### config.mk
export PLATFORM = sky130hd
export DESIGN_NAME = clkdiv_ctrl_flat
export DESIGN_NICKNAME = d
export VERILOG_FILES = /design/src/rtl/clkdiv_ctrl_if.sv /design/src/rtl/clkdiv_ctrl.sv /design/src/flat_wrapper.sv
export SDC_FILE = /design/constraint.sdc
export NUM_CORES = 1
export LEC_CHECK = 0
export CELL_PAD_IN_SITES_DETAIL_PLACEMENT = 0
export CELL_PAD_IN_SITES_GLOBAL_PLACEMENT = 2
export CORE_UTILIZATION = 36
export DETAILED_ROUTE_END_ITERATION = 8
export GPL_TIMING_DRIVEN = 0
export PLACE_DENSITY = 0.87
export SETUP_SLACK_MARGIN = 0.1
export SYNTH_ARGS = -nofsm -noshare
export SYNTH_HDL_FRONTEND = slang
export SYNTH_SLANG_ARGS = --single-unit
### constraint.sdc
create_clock -name clk_i -period 4.8 [get_ports clk_i]
set_clock_uncertainty 0.2 [all_clocks]
set_input_delay 0.48 -clock clk_i [delete_from_list [all_inputs] [get_ports clk_i]]
set_output_delay 0.48 -clock clk_i [all_outputs]
set_load 0.02 [all_outputs]
### src/rtl/clkdiv_ctrl_if.sv
// clkdiv_ctrl_if: divide-select request handshake between the register block and the divider controller.
interface clkdiv_ctrl_if;
    logic [1:0] sel;
    logic       vld;
    logic       rdy;
    modport master (output sel, vld, input rdy);
    modport slave  (input sel, vld, output rdy);
endinterface

### src/rtl/clkdiv_ctrl.sv
// clkdiv_ctrl: run/stop and rate-select control for a power-of-two clock divider.
// Select changes and stops only land on period boundaries, so dclk_o never has a runt phase.
module clkdiv_ctrl #(
    parameter int CNT_W = 8
) (
    input  logic         clk_i,
    input  logic         rstn_i,
    input  logic         en_i,
    clkdiv_ctrl_if.slave sel_if,
    output logic         sel_done_o,
    output logic [1:0]   cur_sel_o,
    output logic         dclk_o,
    output logic         rise_o,
    output logic         busy_o
);
    typedef enum logic [1:0] {STOP, RUN, PEND} state_e;
    state_e           state_q, state_d;
    logic [CNT_W-1:0] cnt_q, cnt_d;
    logic [1:0]       cur_sel_q, cur_sel_d, pend_sel_q, pend_sel_d;
    logic             dclk_q, dclk_d, done_q, done_d;
    logic [CNT_W-1:0] msb, last, half;
    logic             hs, pe;
    assign msb         = {1'b1, {(CNT_W-1){1'b0}}};
    assign last        = {CNT_W{1'b1}} >> cur_sel_q;
    assign half        = msb >> cur_sel_q;
    assign sel_if.rdy  = state_q != PEND;
    assign hs          = sel_if.vld && sel_if.rdy;
    assign pe          = state_q != STOP && cnt_q == last;
    assign sel_done_o  = done_q;
    assign cur_sel_o   = cur_sel_q;
    assign dclk_o      = dclk_q;
    assign busy_o      = state_q != STOP;
    assign rise_o      = state_q != STOP && cnt_q == half;
    always_comb begin
        state_d    = state_q;
        cnt_d      = (state_q == STOP || pe) ? '0 : cnt_q + 1'b1;
        cur_sel_d  = cur_sel_q;
        pend_sel_d = pend_sel_q;
        done_d     = 1'b0;
        if (state_q == PEND) begin
            if (pe) begin
                cur_sel_d = pend_sel_q;
                done_d    = 1'b1;
                state_d   = en_i ? RUN : STOP;
            end
        end else begin
            // at a boundary (or while stopped) a new select applies immediately
            if (hs && (state_q == STOP || pe)) begin
                cur_sel_d = sel_if.sel;
                done_d    = 1'b1;
            end
            if (hs && state_q == RUN && !pe) begin
                pend_sel_d = sel_if.sel;
                state_d    = PEND;
            end else if (state_q == STOP && en_i) begin
                state_d = RUN;
            end else if (pe && !en_i) begin
                state_d = STOP;
            end
        end
        dclk_d = |(cnt_d & (msb >> cur_sel_d));
    end
    always_ff @(posedge clk_i or negedge rstn_i) begin
        if (!rstn_i) begin
            state_q    <= STOP;
            cnt_q      <= '0;
            cur_sel_q  <= '0;
            pend_sel_q <= '0;
            dclk_q     <= 1'b0;
            done_q     <= 1'b0;
        end else begin
            state_q    <= state_d;
            cnt_q      <= cnt_d;
            cur_sel_q  <= cur_sel_d;
            pend_sel_q <= pend_sel_d;
            dclk_q     <= dclk_d;
            done_q     <= done_d;
        end
    end
endmodule

### src/flat_wrapper.sv
// flat-port wrapper written by rule: the top's interface ports become plain ports
module clkdiv_ctrl_flat 
#(
    parameter int CNT_W = 8
)
  (clk_i, rstn_i, en_i, sel_done_o, cur_sel_o, dclk_o, rise_o, busy_o, sel_if_sel, sel_if_vld, sel_if_rdy);
  clkdiv_ctrl_if sel_if_i ();
  input  logic clk_i;
  input  logic rstn_i;
  input  logic en_i;
  output logic sel_done_o;
  output logic [1:0] cur_sel_o;
  output logic dclk_o;
  output logic rise_o;
  output logic busy_o;
  input wire logic [$bits(sel_if_i.sel)-1:0] sel_if_sel;
  input wire logic [$bits(sel_if_i.vld)-1:0] sel_if_vld;
  output wire logic [$bits(sel_if_i.rdy)-1:0] sel_if_rdy;
  assign sel_if_i.sel = sel_if_sel;
  assign sel_if_i.vld = sel_if_vld;
  assign sel_if_rdy = sel_if_i.rdy;
  clkdiv_ctrl #(.CNT_W(CNT_W)) u_core (.clk_i(clk_i), .rstn_i(rstn_i), .en_i(en_i), .sel_if(sel_if_i), .sel_done_o(sel_done_o), .cur_sel_o(cur_sel_o), .dclk_o(dclk_o), .rise_o(rise_o), .busy_o(busy_o));
endmodule
==> results of run 1 <==
## metrics by stage
stage                     worst slack (ns)  power [mW]  hold slack (ns)  instances
after detailed placement             2.294      0.6143           0.2959        150
final                                1.979      0.7005           0.3270        154
after global routing                 1.793      0.7621           0.3323        154
after floorplan                      2.751      0.5079         -0.01559        108
after global placement               2.310      0.6052           0.2921        150
after CTS                            1.970      0.7051           0.3225        154
## final cells by class
class                           instances  area share, %
Multi-Input combinational cell         80          45.89
Sequential cell                        16          32.85
Timing Repair Buffer                   12          9.856
Tap cell                               30          3.080
Clock buffer                            4          2.977
Buffer                                  4          2.875
Inverter                                8          2.464
## path summary, 6_finish.rpt
path | start | end | slack, ns | cells after the start
max | u_core.cur_sel_o[0]$_DFF_PN0_ | rise_o | 1.98 | 7
min | u_core.pend_sel_q[0]$_DFFE_PN0P_ | u_core.pend_sel_q[0]$_DFFE_PN0P_ | 0.33 | 1
max reg2reg | u_core.cur_sel_o[0]$_DFF_PN0_ | u_core.pend_sel_q[0]$_DFFE_PN0P_ | 2.63 | 6
min reg2reg | u_core.pend_sel_q[0]$_DFFE_PN0P_ | u_core.pend_sel_q[0]$_DFFE_PN0P_ | 0.33 | 1
max in group asynchronous | rstn_i | u_core.cnt_q[0]$_DFF_PN0_ | 3.52 | 1
min in group asynchronous | rstn_i | u_core.cnt_q[6]$_DFF_PN0_ | 0.42 | 1
## power by group through the flow
stage          registers, mW  clock network [mW]  logic, mW
2_1_floorplan          0.247                   0      0.261
3_3_place_gp           0.241                   0      0.364
3_5_place_dp           0.245                   0      0.369
4_1_cts                0.244              0.0908      0.371
5_1_grt                0.251              0.0965      0.414
6_report               0.242              0.0888      0.370
## metal layers
layer | vias up | global-route usage, % | wire length (um)
met4 | 0 | 2.143 | 0
met5 | - | 0 | 0
met3 | 0 | 4.918 | 104
met1 | 431 | 23.97 | 1118
li1 | 427 | - | -
met2 | 24 | 24.44 | 1056
## layout by cell type (no fill, tap or decap), types with 2 or more instances in the layout
| master | n |
|---|---|
| dfrtp_1 | 16 |
| clkdlybuf4s50_1 | 12 |
| nor2_1 | 10 |
| nand2_1 | 9 |
| inv_1 | 8 |
| o21ai_0 | 6 |
| nand3_1 | 5 |
| xnor2_1 | 4 |
| a32o_1 | 4 |
| xor2_1 | 3 |
| or3_1 | 3 |
| clkbuf_4 | 3 |
| buf_6 | 2 |
| nor2b_1 | 2 |
| or2_1 | 2 |
| and3_1 | 2 |
| nor3_1 | 2 |
| a32oi_1 | 2 |
| mux2_2 | 2 |
| ha_1 | 2 |
## cells by family after synthesis
group	count (synthesis)	synth area share (%)
flops	16	39.07
mux	2	2.198
fa+ha+maj	2	2.442
simple gates	45	25.03
xor+xnor	7	5.983
buf+inv	12	6.349
compound gates	24	18.93
## state kept, by name, summed over array words and instances (netlist names)
signal / cells
u_core.cnt_q: 8
u_core.cur_sel_o: 2
u_core.dclk_o: 1
u_core.pend_sel_q: 2
u_core.sel_done_o: 1
u_core.state_q: 2
## critical path, cell delays in order, from the launching register on
cell             delay, ns
dfrtp_1               0.35
buf_4                 0.17
inv_1                 0.11
o21ai_0               0.16
a31oi_1               0.09
o21ai_0               0.17
and4_1                0.21
clkdlybuf4s50_1       0.60
==> results.py, run 1 <==
metrics = {
    "sta": {
        "fmaxAchievable_mhz": 354.5,
        "max_slew_margin_pct": 50.58,
        "finalCritPeriodShare_pct": 58.78,
        "finalCriticalPeriod_ns": 2.821,
        "hold_violations": 0,
        "rsz0062_at_grt": "no",
        "setup_viol": 0,
        "tightest_slew_ns": 0.7390,
        "tns_ns": 0,
        "drv_slew": 0,
    },
    "synth": {
        "ys_types": 42,
        "yosysSeqAreaShare_pct": 39.07,
        "yosysMostFrequentCell": "dfrtp_1",
        "synth_top_area_share_pct": 39.07,
        "synth_warnings": 0,
        "syn-num-nets": 116,
        "synth_top_flop_cell": "dfrtp_1",
        "synthTopCellsByArea": "dfrtp_1 39%, a32o_1 3.9%, nor2_1 3.7%, xnor2_1 3.4%, nand2_1 3.3%",
        "netlist_instances": 108,
        "synth_area_per_cell_um2": 9.488,
        "ys_ff_latch": 16,
        "synth_area_um2": 1025,
        "synth-edff-count": 0,
        "yosys-top-cells-count": "16 x dfrtp_1, 10 x nor2_1, 9 x nand2_1",
        "yosys.area.top_type": "dfrtp_1",
        "synthArstFlopShare_pct": 100.0,
    },
    "global_routing": {
        "grt_pass1_wl_mm": 3.995,
        "grt_overflow": 0,
        "grt_max_degree": 17,
        "antenna_found_initial": 0,
        "grt_pass1_vias": 786,
        "grt_util_all_layers_pct": 16.40,
    },
    "floorplanning": {
        "core_um2": 2590,
        "rows": 18,
        "ios": 13,
        "die-area_um2": 3064,
        "die_h_um": 55.35,
        "dieWidth_um": 55.35,
        "floorplan.initialDensity_pct": 39.57,
    },
    "clock_tree": {
        "numClockSinks": 16,
        "cts_tree": "done",
        "numCtsBuffers": 3,
        "clk_path_buf_depth": 2,
        "clkTransAtPathRegs_ns": 0.09,
        "insertion_delay_ns": 0.29,
        "holdBufCountCts": 0,
        "cts_max_level": 1,
        "ctsResizeCount": 0,
        "post_cts_buffers": 0,
        "clockRootBuffer": "clkbuf_4",
    },
    "run": {
        "drv_cap": 0,
    },
    "power_and_ir_drop": {
        "p_leak_nw": 0.4892,
        "p_switching_mw": 0.2918,
        "power_density_nw_per_um2": 574.8,
        "comb_power_share_pct": 52.7,
        "swShare_pct": 41.65,
        "p_int_mw": 0.4087,
        "peakVddDrop_mv": 0.3310,
        "seqPwrFrac_pct": 34.6,
        "clock_power_share_pct": 12.7,
    },
    "cells_and_area": {
        "final_layout_size_suffix_gt1_share_pct": 14.52,
        "nets": 133,
        "fillers": 254,
        "post-route-util_pct": 47.05,
        "multi_input_area_um2": 559.3,
        "regArea_um2": 400.4,
        "area_growth_pct": 18.93,
        "antenna_cells": 0,
        "design_area_um2": 1219,
    },
    "worst_setup_path": {
        "critPathCaptureType": "output port",
        "path_max_fanout": 9,
        "path_class": "register to output port",
        "cp.arrival_ns": 2.14,
        "worst_setup_path_start_kind": "register",
        "required_ns": 4.12,
    },
    "place": {
        "port_buffers": 12,
        "hpwl_mm": 1.707,
        "gp_congestion": 0.8563,
        "placed_cell_area_um2": 1182,
    },
    "detailed_routing": {
        "dr.first_iter.drc_count": 36,
        "vias_per_cell": 5.727,
        "ant_nets": 0,
        "wl_mm": 2.279,
        "drc": 0,
        "drtPass1Iterations": 4,
        "vias": 882,
        "routedWlPerCell_um": 14.80,
    },
    "run_status": {
        "status": "finished, final reports clean",
    },
    "worst_hold_path": {
        "hp-class": "register to register",
    },
}
Power figures use the tool's default switching activity.
==> inputs of run 2 (changes only) <==
--- a/config.mk
+++ b/config.mk
@@ -7,10 +7,10 @@
 export LEC_CHECK = 0
 export CELL_PAD_IN_SITES_DETAIL_PLACEMENT = 0
 export CELL_PAD_IN_SITES_GLOBAL_PLACEMENT = 2
-export CORE_UTILIZATION = 36
+export CORE_UTILIZATION = 33
 export DETAILED_ROUTE_END_ITERATION = 8
 export GPL_TIMING_DRIVEN = 0
-export PLACE_DENSITY = 0.87
+export PLACE_DENSITY = 0.81
 export SETUP_SLACK_MARGIN = 0.1
 export SYNTH_ARGS = -nofsm -noshare
 export SYNTH_HDL_FRONTEND = slang
==> constraint.sdc (replaced) <==
create_clock -name clk_i -period 2.8 [get_ports clk_i]
set_clock_uncertainty 0.2 [all_clocks]
set_input_delay 0.28 -clock clk_i [delete_from_list [all_inputs] [get_ports clk_i]]
set_output_delay 0.28 -clock clk_i [all_outputs]
set_load 0.02 [all_outputs]
==> results.py, run 2 (same netlist as run 1, synthesis figures left out) <==
metrics = {
    "floorplanning": {
        "rows": 19,
        "die_h_um": 57.73,
        "core_um2": 2853,
        "die-area_um2": 3332,
        "dieWidth_um": 57.73,
        "floorplan.initialDensity_pct": 35.92,
        "ios": 13,
    },
    "detailed_routing": {
        "dr.first_iter.drc_count": 30,
        "route.met3.wl_um": 56,
        "wl_mm": 2.318,
        "m1WireLength_mm": 1.179,
        "dr.max_layer_used": "met4",
        "vias_per_cell": 5.513,
        "vias": 849,
        "wl_met2_mm": 1.039,
        "drtPass1Iterations": 4,
        "routedWlPerCell_um": 15.05,
        "ant_nets": 0,
        "drc": 0,
    },
    "cells_and_area": {
        "nets": 133,
        "area_growth_pct": 17.95,
        "largest_reg_flops": 8,
        "final_layout_size_suffix_gt1_share_pct": 13.82,
        "regMostFlops": "u_core.cnt_q",
        "design_area_um2": 1209,
        "fillers": 296,
        "layout_common_cells": "16 x dfrtp_1, 11 x clkdlybuf4s50_1, 10 x nor2_1",
        "final_common_cell": "dfrtp_1",
        "antenna_cells": 0,
    },
    "global_routing": {
        "grt_max_degree": 17,
        "grt_util_all_layers_pct": 16.38,
        "grt_pass1_vias": 870,
        "antenna_found_initial": 0,
        "grt_pass1_wl_mm": 4.077,
        "grt_overflow": 0,
    },
    "clock_tree": {
        "clkTransAtPathRegs_ns": 0.10,
        "clockRootBuffer": "clkbuf_4",
        "cts_max_level": 1,
        "numCtsBuffers": 3,
        "clk_path_buf_depth": 2,
        "post_cts_buffers": 0,
        "insertion_delay_ns": 0.29,
        "numClockSinks": 16,
        "cts_tree": "done",
    },
    "worst_setup_path": {
        "required_ns": 2.32,
        "critPathCaptureType": "output port",
        "cp_slowest_cell": "clkdlybuf4s50_1",
        "worst_setup_path_start_kind": "register",
        "cpPeakStageDelay_ns": 0.58,
        "path_class": "register to output port",
        "path_delay_family": "buffers and inverters",
        "cp_num_buf_inv": 2,
        "path_cells": "nor2_1 > inv_1 > clkdlybuf4s50_1",
        "path_max_fanout": 7,
        "cp.arrival_ns": 1.94,
    },
    "place": {
        "placed_cell_area_um2": 1184,
        "hpwl_mm": 1.710,
        "gp_congestion": 0.8140,
        "port_buffers": 12,
    },
    "sta": {
        "drv_slew": 0,
        "tightest_slew_ns": 0.7517,
        "max_slew_margin_pct": 49.73,
        "tns_ns": 0,
        "finalCritPeriodShare_pct": 86.29,
        "fmaxAchievable_mhz": 413.9,
        "finalCriticalPeriod_ns": 2.416,
        "rsz0062_at_grt": "no",
        "hold_violations": 0,
        "setup_viol": 0,
    },
    "run": {
        "drv_cap": 0,
    },
    "worst_hold_path": {
        "hp-class": "input port to asynchronous set/reset pin",
    },
    "power_and_ir_drop": {
        "clock_power_share_pct": 10.4,
        "p_leak_nw": 0.5006,
        "peakVddDrop_mv": 0.3993,
        "p_switching_mw": 0.5018,
        "swShare_pct": 42.80,
        "power_density_nw_per_um2": 970.1,
        "p_int_mw": 0.6707,
        "comb_power_share_pct": 54.2,
        "seqPwrFrac_pct": 35.4,
    },
    "run_status": {
        "status": "finished, final reports clean",
    },
}
==> run 2: changes by cell type in the layout (fill, tap and decap cells not counted), sizes merged <==
| cell | delta |
|---|---|
| dlymetal6s2s | +1 |
| clkdlybuf4s50 | -1 |
| clkbuf | -1 |
==> run 2: metrics by stage <==
step | hold WS [ns] | instances | power (mW) | worst slack (ns) | util [%]
6_report | 0.2225 | 154 | 1.173 | 0.3838 | 42.37
5_1_grt | 0.2739 | 154 | 1.283 | 0.2646 | 42.37
4_1_cts | 0.2614 | 154 | 1.183 | 0.2135 | 42.28
3_5_place_dp | 0.3129 | 151 | 1.054 | 0.5441 | 41.49
3_3_place_gp | 0.3019 | 151 | 1.043 | 0.5375 | 41.49
2_1_floorplan | -0.2156 | 108 | 0.8706 | 0.7514 | -
==> run 2: layout make-up <==
| cell class | count | area [um2] | share of cell area [%] |
|---|---|---|---|
| Buffer | 4 | 35.03 | 2.899 |
| Clock buffer | 3 | 22.52 | 1.863 |
| Inverter | 8 | 30.03 | 2.484 |
| Multi-Input combinational cell | 80 | 559.3 | 46.27 |
| Timing Repair Buffer | 12 | 122.6 | 10.14 |
| Tap cell | 31 | 38.79 | 3.209 |
| Sequential cell | 16 | 400.4 | 33.13 |
==> run 2: worst paths after layout <==
| kind | endpoint | slack, ns | cells after the start | startpoint |
|---|---|---|---|---|
| max in group asynchronous | u_core.cnt_q[6]$_DFF_PN0_ | 1.69 | 1 | rstn_i |
| worst max register to register | u_core.dclk_o$_DFF_PN0_ | 0.63 | 6 | u_core.cnt_q[5]$_DFF_PN0_ |
| min in group clk_i | u_core.cnt_q[0]$_DFF_PN0_ | 0.32 | 1 | u_core.cnt_q[0]$_DFF_PN0_ |
| worst max-delay path | busy_o | 0.38 | 3 | u_core.state_q[0]$_DFFE_PN0P_ |
| worst min register to register | u_core.cnt_q[0]$_DFF_PN0_ | 0.32 | 1 | u_core.cnt_q[0]$_DFF_PN0_ |
| worst min-delay path | u_core.cnt_q[1]$_DFF_PN0_ | 0.22 | 1 | rstn_i |
==> run 2: worst reg2reg max path, stage by stage, from the launching register on <==
cell      delay (ns)
dfrtp_1         0.42
buf_6           0.15
nor2b_1         0.15
a211oi_2        0.38
o21ai_2         0.18
or3_1           0.38
a32oi_1         0.22
==> run 2: layer usage <==
layer | vias to the layer above | global-route usage, %
met1 | 403 | 22.22
li1 | 427 | -
met4 | 0 | 7.143
met3 | 5 | 2.902
met2 | 14 | 25.75
met5 | - | 0
==> run 2: power groups by stage <==
stage / combinational [mW] / sequential, mW / clock (mW)
finish: 0.635 / 0.416 / 0.122
global route: 0.712 / 0.428 / 0.143
CTS: 0.638 / 0.415 / 0.130
detailed placement: 0.632 / 0.421 / 0
global placement: 0.628 / 0.415 / 0
floorplan: 0.447 / 0.423 / 0
==> run 2: repair_timing <==
action	CTS	global route
setup endpoints to repair	0	1
hold buffers	0	0
gates resized for setup	0	1
hold endpoints to repair	0	0
==> inputs of run 3 (changes only) <==
--- a/config.mk
+++ b/config.mk
@@ -11,7 +11,6 @@
 export DETAILED_ROUTE_END_ITERATION = 8
 export GPL_TIMING_DRIVEN = 0
 export PLACE_DENSITY = 0.81
-export SETUP_SLACK_MARGIN = 0.1
 export SYNTH_ARGS = -nofsm -noshare
 export SYNTH_HDL_FRONTEND = slang
 export SYNTH_SLANG_ARGS = --single-unit
==> results.py, run 3 (same netlist as run 1, synthesis figures left out) <==
metrics = {
    "worst_setup_path": {
        "cpPeakStageDelay_ns": 0.59,
        "path_class": "register to output port",
        "path_max_fanout": 9,
        "reg2regPathDepth": 6,
        "cp.arrival_ns": 2.08,
        "timing.reg2reg.setup_slack_ns": 0.63,
        "path_delay_family": "buffers and inverters",
        "crit_top_cell": "o21ai_0",
        "worst_setup_path_start_kind": "register",
        "cp_slowest_cell": "clkdlybuf4s50_1",
        "cp_num_buf_inv": 3,
        "worst_r2r_endpoint": "u_core.dclk_o$_DFF_PN0_",
        "r2r_start": "u_core.cnt_q[5]$_DFF_PN0_",
        "critPathCaptureType": "output port",
        "path_cells": "buf_4 > inv_1 > o21ai_0 > a31oi_1 > o21ai_0 > and4_1 > clkdlybuf4s50_1",
        "required_ns": 2.32,
    },
    "floorplanning": {
        "rows": 19,
        "dieWidth_um": 57.73,
        "core_um2": 2853,
        "die-area_um2": 3332,
        "die_h_um": 57.73,
        "ios": 13,
        "floorplan.initialDensity_pct": 35.92,
    },
    "clock_tree": {
        "holdBufCountCts": 0,
        "clkTransAtPathRegs_ns": 0.10,
        "cts_max_level": 1,
        "numClockSinks": 16,
        "insertion_delay_ns": 0.29,
        "ctsResizeCount": 0,
        "numCtsBuffers": 3,
        "clk_path_buf_depth": 2,
        "post_cts_buffers": 0,
        "clockRootBuffer": "clkbuf_4",
        "cts_tree": "done",
    },
    "place": {
        "port_buffers": 12,
        "gp_congestion": 0.8140,
        "placed_cell_area_um2": 1184,
        "hpwl_mm": 1.710,
    },
    "power_and_ir_drop": {
        "p_int_mw": 0.6710,
        "p_leak_nw": 0.4820,
        "peakVddDrop_mv": 0.3993,
        "p_total_mw": 1.173,
        "clock_power_share_pct": 10.4,
        "swShare_pct": 42.79,
        "power_density_nw_per_um2": 972.3,
        "p_switching_mw": 0.5018,
        "seqPwrFrac_pct": 35.4,
        "comb_power_share_pct": 54.2,
    },
    "sta": {
        "tns_ns": 0,
        "tightest_slew_ns": 0.7517,
        "max_slew_margin_pct": 49.73,
        "rsz0062_at_grt": "no",
        "fmaxAchievable_mhz": 390.1,
        "hold_violations": 0,
        "finalCriticalPeriod_ns": 2.563,
        "finalCritPeriodShare_pct": 91.55,
        "drv_slew": 0,
        "setup_viol": 0,
    },
    "global_routing": {
        "grt_overflow": 0,
        "grt_pass1_vias": 870,
        "grt_max_degree": 17,
        "grt-busiest-layer": "met2",
        "grt_pass1_wl_mm": 4.077,
        "antenna_found_initial": 0,
        "grt_util_all_layers_pct": 16.38,
        "met3_usage_pct": 2.902,
        "use_met2_pct": 25.75,
        "grtUsageMet1_pct": 22.22,
    },
    "detailed_routing": {
        "vias": 849,
        "dr.first_iter.drc_count": 30,
        "ant_nets": 0,
        "vias_per_cell": 5.513,
        "drtPass1Iterations": 4,
        "wl_mm": 2.315,
        "drc": 0,
        "routedWlPerCell_um": 15.03,
    },
    "cells_and_area": {
        "regMostFlops": "u_core.cnt_q",
        "fillers": 296,
        "nets": 133,
        "largest_reg_flops": 8,
        "final_common_cell": "dfrtp_1",
        "final_layout_size_suffix_gt1_share_pct": 13.82,
        "antenna_cells": 0,
        "design_area_um2": 1206,
        "regArea_um2": 400.4,
        "multi_input_area_um2": 559.3,
        "area_growth_pct": 17.70,
        "layout_common_cells": "16 x dfrtp_1, 12 x clkdlybuf4s50_1, 10 x nor2_1",
    },
    "run": {
        "drv_cap": 0,
    },
    "run_status": {
        "status": "finished, final reports clean",
    },
    "worst_hold_path": {
        "hp-class": "input port to asynchronous set/reset pin",
    },
}
## run 3: cell types whose count changed in the layout (fill, tap and decap cells not counted)
cell	previous run	this run
dlymetal6s2s_1	1	0
clkdlybuf4s50_1	11	12
## run 3: worst max-delay path by stage
stage	from	endpoint	slack, ns	cells after the start
detailed placement	u_core.cur_sel_o[0]$_DFF_PN0_	rise_o	0.54	7
global placement	u_core.cur_sel_o[0]$_DFF_PN0_	rise_o	0.54	7
CTS	u_core.cur_sel_o[0]$_DFF_PN0_	rise_o	0.21	7
global route	u_core.cur_sel_o[0]$_DFF_PN0_	rise_o	0.03	7
finish	u_core.cur_sel_o[0]$_DFF_PN0_	rise_o	0.24	7
floorplan	u_core.cur_sel_o[0]$_DFF_PN0_	u_core.pend_sel_q[0]$_DFFE_PN0P_	0.75	6
## run 3: routing by layer
| metal | vias to the layer above | wire, um |
|---|---|---|
| met5 | - | 0 |
| met4 | 0 | 42 |
| met3 | 5 | 54 |
| met2 | 14 | 1038 |
| met1 | 403 | 1180 |
| li1 | 427 | - |
## run 3: through the flow
stage / cells / hold slack, ns / worst slack, ns / util (%)
after global routing: 154 / 0.2739 / 0.02701 / 42.28
after floorplan: 108 / -0.2156 / 0.7514 / -
after detailed placement: 151 / 0.3129 / 0.5441 / 41.49
final: 154 / 0.2225 / 0.2366 / 42.28
after global placement: 151 / 0.3019 / 0.5375 / 41.49
after CTS: 154 / 0.2614 / 0.2135 / 42.28
## run 3: power groups by stage
stage	Combinational [mW]	Clock (mW)	Sequential, mW
3_5_place_dp	0.632	0	0.421
2_1_floorplan	0.447	0	0.423
6_report	0.636	0.122	0.416
4_1_cts	0.638	0.130	0.415
3_3_place_gp	0.628	0	0.415
5_1_grt	0.712	0.143	0.428
## run 3: final cells by class
| type | count | area share, % |
|---|---|---|
| inverters | 8 | 2.490 |
| well taps | 31 | 3.216 |
| multi-input cells | 80 | 46.37 |
| clock buffers | 3 | 1.867 |
| flip-flops and latches | 16 | 33.19 |
| repair buffers | 12 | 9.958 |
| plain buffers | 4 | 2.905 |
